$ cat src/rtl/fwd_sel_ctrl.sv
// EX-stage operand forwarding select and load-use stall controller.
// Tracks EX/MEM destination info; selects are registered at the ID->EX hand-off.
module fwd_sel_ctrl #(
   parameter int REGW = 5,
   parameter int CNTW = 16
) (
   input  logic            clk,
   input  logic            reset_n,
   input  logic            hold_in,
   input  logic            flush_in,
   input  logic            id_valid,
   input  logic [REGW-1:0] id_rs1,
   input  logic [REGW-1:0] id_rs2,
   input  logic            id_use_rs1,
   input  logic            id_use_rs2,
   input  logic            id_use_imm_b,
   input  logic            id_use_pc_a,
   input  logic [REGW-1:0] id_rd,
   input  logic            id_regwrite,
   input  logic            id_is_load,
   input  logic            id_is_csr,
   output logic [2:0]      ex_sel_a,
   output logic [2:0]      ex_sel_b,
   output logic            stall_id,
   output logic [CNTW-1:0] stall_count
);

   localparam logic [2:0] SEL_RF      = 3'b000;
   localparam logic [2:0] SEL_MEM_ALU = 3'b001;
   localparam logic [2:0] SEL_WB      = 3'b010;
   localparam logic [2:0] SEL_MEM_CSR = 3'b011;
   localparam logic [2:0] SEL_ALT     = 3'b100;

   // The register file is write-first, so the WB stage never needs a forward;
   // only EX and MEM destination info influences the outputs.
   logic            ex_valid, ex_regwrite, ex_is_load, ex_is_csr;
   logic [REGW-1:0] ex_rd;
   logic            mem_valid, mem_regwrite;
   logic [REGW-1:0] mem_rd;

   logic            ex_writer, mem_writer;
   logic [2:0]      sel_a_next, sel_b_next;
   logic            bubble;

   assign ex_writer  = ex_valid  & ex_regwrite  & (ex_rd  != '0);
   assign mem_writer = mem_valid & mem_regwrite & (mem_rd != '0);

   function automatic logic [2:0] op_sel(
      input logic            alt,
      input logic            use_rs,
      input logic [REGW-1:0] rs,
      input logic            exw,
      input logic [REGW-1:0] exrd,
      input logic            excsr,
      input logic            memw,
      input logic [REGW-1:0] memrd
   );
      logic [2:0] s;
      s = SEL_RF;
      if (alt)
         s = SEL_ALT;
      else if (use_rs && exw && (rs == exrd))
         s = excsr ? SEL_MEM_CSR : SEL_MEM_ALU;
      else if (use_rs && memw && (rs == memrd))
         s = SEL_WB;
      return s;
   endfunction

   always_comb begin
      sel_a_next = SEL_RF;
      sel_b_next = SEL_RF;
      if (id_valid) begin
         sel_a_next = op_sel(id_use_pc_a, id_use_rs1, id_rs1, ex_writer, ex_rd,
                             ex_is_csr, mem_writer, mem_rd);
         sel_b_next = op_sel(id_use_imm_b, id_use_rs2, id_rs2, ex_writer, ex_rd,
                             ex_is_csr, mem_writer, mem_rd);
      end
   end

   always_comb begin
      stall_id = id_valid & ~flush_in & ~hold_in & ex_writer & ex_is_load &
                 ((id_use_rs1 & (id_rs1 == ex_rd)) | (id_use_rs2 & (id_rs2 == ex_rd)));
   end

   assign bubble = flush_in | stall_id;

   always_ff @(posedge clk or negedge reset_n) begin
      if (!reset_n) begin
         ex_valid     <= 1'b0;
         ex_regwrite  <= 1'b0;
         ex_is_load   <= 1'b0;
         ex_is_csr    <= 1'b0;
         ex_rd        <= '0;
         mem_valid    <= 1'b0;
         mem_regwrite <= 1'b0;
         mem_rd       <= '0;
         ex_sel_a     <= SEL_RF;
         ex_sel_b     <= SEL_RF;
         stall_count  <= '0;
      end else if (!hold_in) begin
         mem_valid    <= ex_valid;
         mem_regwrite <= ex_regwrite;
         mem_rd       <= ex_rd;
         if (bubble) begin
            ex_valid <= 1'b0;
            ex_sel_a <= SEL_RF;
            ex_sel_b <= SEL_RF;
         end else begin
            ex_valid    <= id_valid;
            ex_regwrite <= id_regwrite;
            ex_is_load  <= id_is_load;
            ex_is_csr   <= id_is_csr;
            ex_rd       <= id_rd;
            ex_sel_a    <= sel_a_next;
            ex_sel_b    <= sel_b_next;
         end
         // stall_id is already zero whenever flush_in is set
         if (stall_id && (stall_count != {CNTW{1'b1}}))
            stall_count <= stall_count + 1'b1;
      end
   end

endmodule
$ cat config.mk
export PLATFORM = sky130hd
export DESIGN_NAME = fwd_sel_ctrl
export DESIGN_NICKNAME = d
export VERILOG_FILES = /design/src/rtl/fwd_sel_ctrl.sv
export SDC_FILE = /design/constraint.sdc
export NUM_CORES = 1
export LEC_CHECK = 0
export ABC_AREA = 1
export ABC_CLOCK_PERIOD_IN_PS = 1800
export CORE_MARGIN = 3
export CORE_UTILIZATION = 45
export CTS_BUF_LIST = sky130_fd_sc_hd__clkbuf_8
export CTS_CLUSTER_SIZE = 10
export DETAILED_ROUTE_END_ITERATION = 8
export DONT_BUFFER_PORTS = 1
export REMOVE_ABC_BUFFERS = 1
export SLEW_MARGIN = 20
export SYNTH_ARGS = -nofsm -noshare
export SYNTH_HDL_FRONTEND = slang
export SYNTH_SLANG_ARGS = --single-unit
$ cat constraint.sdc
create_clock -name clk -period 1.8 [get_ports clk]
set_input_delay 0.09 -clock clk [delete_from_list [all_inputs] [get_ports clk]]
set_output_delay 0.09 -clock clk [all_outputs]
set_load 0.02 [all_outputs]
Word level (Yosys, flattened, before mapping) --
Cells that the tools add are included.
Operators by class: $add $sub $neg 1, equality and inequality tests 5, mux-type cells 12, bitwise operators 16, reductions and logical operators 13
Operators by type and width (count):
- $eq 5x5->1 | 4
- $mux 3 | 6
- $add 16x1->16 const B | 1
- $ne 16x16->1 const B | 1
- $and 1x1->1 | 11
- $mux 2 | 5
- $reduce_bool 5->1 | 2
- $logic_and 1x1->1 | 9
- $reduce_and 2->1 | 2
- $not 1->1 | 3
- $or 1x1->1 | 2
- $mux 1 | 1
Storage, ports and cells: register bits 38, input port bits 27, output and inout bits 23, logic and storage cells 58

Longest topological paths before layout --
word-level depth 9, depth in mapped cells 12

Least setup slack after synthesis --
OpenSTA, ideal clock, no wires.
path type reg-to-reg, from register stall_count[0], to register stall_count[11], setup time 0.116 ns, arrival time 1.610 ns, required time 1.684 ns, setup slack 0.074 ns, stages on the path, launching flop included 8, buffers on the path 1, clock period less this slack 1.726 ns, cells stage by stage dfrtp_1 ha_1 nand3_1 inv_1 nand4_2 clkbuf_1 nand3_1 nand2_2
On the way: longest elaborated chain between the ends 3
RTL lines:
- start, declared | line 25 | output logic [CNTW-1:0] stall_count
- start signal, assigned | line 119 | stall_count <= stall_count + 1'b1;
- parallel branches: the longest is 3 deep, another holds $add 16x1->16
Parallel ways; which one is timed is not known. A chain may end at the register's enable or synchronous reset.

Worst setup path after layout --
from register ex_rd[4], to output stall_id
On the way: longest elaborated chain between the ends 5
RTL lines:
- start, declared | line 37 | logic [REGW-1:0] ex_rd;
- start signal, assigned | line 113 | ex_rd <= id_rd;
- $reduce_bool 5->1 | line 45 | assign ex_writer = ex_valid & ex_regwrite & (ex_rd != '0);
- $and 1x1->1 | line 45
- $and 1x1->1 (2 in series) | line 81 | stall_id = id_valid & ~flush_in & ~hold_in & ex_writer & ex_is_load &
- $and 1x1->1 * | line 81
- end, declared | line 24 | output logic stall_id,
Every way passes the cells marked *; elsewhere a longest branch is shown, timed or not.

==> run summary <==
area delta synth->final: 30.37%
antenna-violating nets left: 0
Switching Share: 0.2574
outcome: completed
share of the synthesized area in the top cell type: 0.3899
Worst R2R Start: ex_rd[4]
crit path buf inv count: 2
Post-Syn Instances: 345
leading post-synthesis cells by cell area: dfrtp_1, nand2_1, nand3_1
IO Count: 50
top cells by count, synth: nand2_1, nand3_1, dfrtp_1
insertion delay to the later sink of the worst-skew pair: 0.30 ns
Pwr Density: 697.0 nW/um2
cell chosen for the clock root: clkbuf_8
IO Port Bufs: 0
Reg power frac: 0.434
CP Launch Type: flip-flop
Fin. Hold Viols: 0
CP cell instances: inv_2 -> nand2_1 -> nand2_2 -> nand2_2 -> nor2_4 -> nand2_4 -> a21boi_4 -> buf_12
largest net degree at the start of global routing: 39
WP data arrival: 1.65 ns
first-pass GRT wire length: 10,630 um
clock tree from TritonCTS: yes
Crit Path Category: flip-flop to output port
Reg-to-Reg End: stall_count[11]
max cap viols: 0
top-count cell post-synth: nand2_1
DRC errors left: 0
crit path time final: 1.742 ns
Setup Viol. Count Final: 0
FMAX: 0.5739 GHz
EDFF count, synth: 0
WP depth: 8
Final Skew: 0.007661 ns
crit path from: ex_rd[4]
Min Hold Slack: 0.003611 ns
Finished Layout Cells: 471
HPWL after detailed placement: 4445 um
Die H: 79.62 um
Least-Margin Pin Slew: 0.3355 ns
worst hold path type: input pin to flip-flop
CP required: 1.71 ns
Ant. Diodes: 0
Pre-antenna DRT Iters: 4
Core Rows: 26
Avg Vias per Cell: 5.019
Worst Setup End Kind: output port
Overflow after GRT: 0
setup ws final: 0.05764 ns
CTS HTree Levels: 2
YS warnings: 0
Final GP Congestion: 0.8801
Power Internal: 1.646 mW
clock network power share: 0.418
Slowest-stage cell, CP: dfrtp_1
CTS max path bufs: 2
Synth async-reset ratio: 1.000
Initial DRC Count: 129
Main synth FF type: dfrtp_1
Core Area: 5172 um2
DR vias: 2,364
register area share after synthesis: 0.3899
multi-input logic area: 1336 um2
die area: 6339 um2
Reg clk slew, reported paths: 0.08 ns
Crit path max-delay family: simple AND/OR/NAND/NOR gates
Final TNS setup: 0 ns
initial core utilization: 0.4715
P_sw: 570.3 uW
fillers: 500
DR WL/cell: 13.62 um
post-synthesis register bit count: 38
nets: 428
syn avg cell area: 7.068 um2
clk sinks: 38
Tcrit/Tclk final: 0.9680
Num CTS Buffers: 5
gr usage total: 0.2121
vias in the first global route: 2,247
Max transition margin: 0.7746
Placement Setup Slack: 0.1414 ns
register area: 954.7 um2
placed cell count: 429
cells on worst reg2reg path: 11
Pwr Total: 2.216 mW
cell area after synthesis: 2439 um2
Synth cell types: 31
die width: 79.62 um
CP Max Fanout: 5
CP peak stage delay: 0.42 ns
proportion of layout cells with a drive suffix above 1: 0.1995
WL final: 6413 um
final-report max-slew violation count: 0
area leader, netlist: dfrtp_1
reg-to-reg slack, setup: 0.11 ns
LEAKAGE: 1.611 nW
crit-path most repeated cell: nand2_2
Comb pwr share: 0.148
VDD IR max: 0.4318 mV
initial antenna violation count: 0
CP endpoint: stall_id
-- layer usage --
layer | global-route usage | vias up | wire length [um]
li1 | - | 1194 | -
met1 | 0.3048 | 1107 | 3044
met2 | 0.3255 | 58 | 2937
met3 | 0.05079 | 5 | 378
met4 | 0.04124 | 0 | 53
met5 | 0 | - | 0
-- worst min path at each step --
stage                  from          end  slack (ns)  cells past startpoint
6_report            hold_in  ex_sel_a[1]       0.004                      3
5_1_grt        id_use_imm_b  ex_sel_b[2]        0.04                      2
4_1_cts             hold_in  ex_sel_a[1]       0.003                      3
3_5_place_dp        reset_n    mem_rd[0]       -0.20                      0
3_3_place_gp        reset_n    mem_rd[3]       -0.20                      0
2_1_floorplan       reset_n    ex_is_csr       -0.21                      0
-- worst register-to-register path: stages (launching register included) --
cell and delay [ns]:
dfrtp_1 0.42, inv_2 0.09, nand2_1 0.07, nand2_2 0.08, nand2_2 0.07, nor2_4 0.14, nand2_4 0.07, a21boi_4 0.24
buf_4 0.16, clkbuf_16 0.14, nand3_1 0.08, nand2_2 0.07
-- cell type report --
cell class,count,share of cell area
inverters,36,0.04250
clock inverters,2,0.01889
well taps,70,0.02755
flip-flops and latches,38,0.3003
multi-input cells,266,0.4203
clock buffers,6,0.02597
repair buffers,53,0.1645
-- state kept, by name, indices dropped and copies added (netlist names) --
register and flops:
ex_sel_b 3, ex_rd 5, ex_regwrite 1, ex_is_csr 1, stall_count 16, ex_sel_a 3, ex_is_load 1, mem_rd 5
mem_regwrite 1, mem_valid 1, ex_valid 1
-- power groups by stage --
stage | Clock [mW] | Sequential [mW] | Combinational [mW]
after floorplan | 0 | 0.961 | 0.187
after global placement | 0 | 0.974 | 0.226
after detailed placement | 0 | 0.976 | 0.225
after CTS | 0.941 | 0.959 | 0.308
after global routing | 0.982 | 0.970 | 0.374
final | 0.926 | 0.962 | 0.328
-- repair_timing --
| item | 4_1_cts | 5_1_grt |
|---|---|---|
| resized for setup | 0 | 8 |
| hold endpoints to repair | 59 | 0 |
| hold buffers | 27 | 0 |
| buffers inserted | 0 | 5 |
| setup endpoints to repair | 0 | 14 |
-- placed cells by master (no fill, tap or decap) --
| master | n |
|---|---|
| nand2_1 | 123 |
| nor2_1 | 28 |
| nand3b_1 | 1 |
| clkbuf_8 | 6 |
| a21oi_1 | 1 |
| bufinv_16 | 2 |
| nor2_4 | 4 |
| inv_1 | 30 |
| clkinv_1 | 1 |
| dfrtp_1 | 35 |
| or2_2 | 1 |
| nand4_2 | 1 |
| mux2_2 | 2 |
| o21ai_0 | 10 |
| clkbuf_16 | 2 |
| buf_4 | 23 |
| a21boi_0 | 1 |
| nand3_2 | 2 |
| nand4_1 | 5 |
| nand3_1 | 40 |
| o21ai_1 | 1 |
| a21boi_2 | 1 |
| nand2_2 | 22 |
| nor3_1 | 4 |
| ha_1 | 1 |
| a21boi_4 | 1 |
| dlygate4sd3_1 | 26 |
| xor2_1 | 8 |
| nor4_2 | 1 |
| xnor2_1 | 5 |
| buf_12 | 2 |
| nand2_4 | 2 |
| o21bai_1 | 1 |
| dfrtp_2 | 3 |
| inv_2 | 5 |
-- kinds of logic after synthesis --
| logic type | Yosys count | share of synthesized area |
|---|---|---|
| xor+xnor | 13 | 0.04669 |
| simple gates | 234 | 0.4366 |
| compound gates | 16 | 0.04310 |
| fa+ha+maj | 1 | 0.005130 |
| flops | 38 | 0.3899 |
| mux | 2 | 0.009235 |
| buf+inv | 41 | 0.06927 |
-- stage by stage --
step / util / area, um2
after floorplan: - / 2405
after global placement: 0.5119 / 2648
after detailed placement: 0.5119 / 2648
after CTS: 0.5936 / 3070
after global routing: 0.6147 / 3179
final: 0.6147 / 3179
Power figures use the tool's default switching activity.
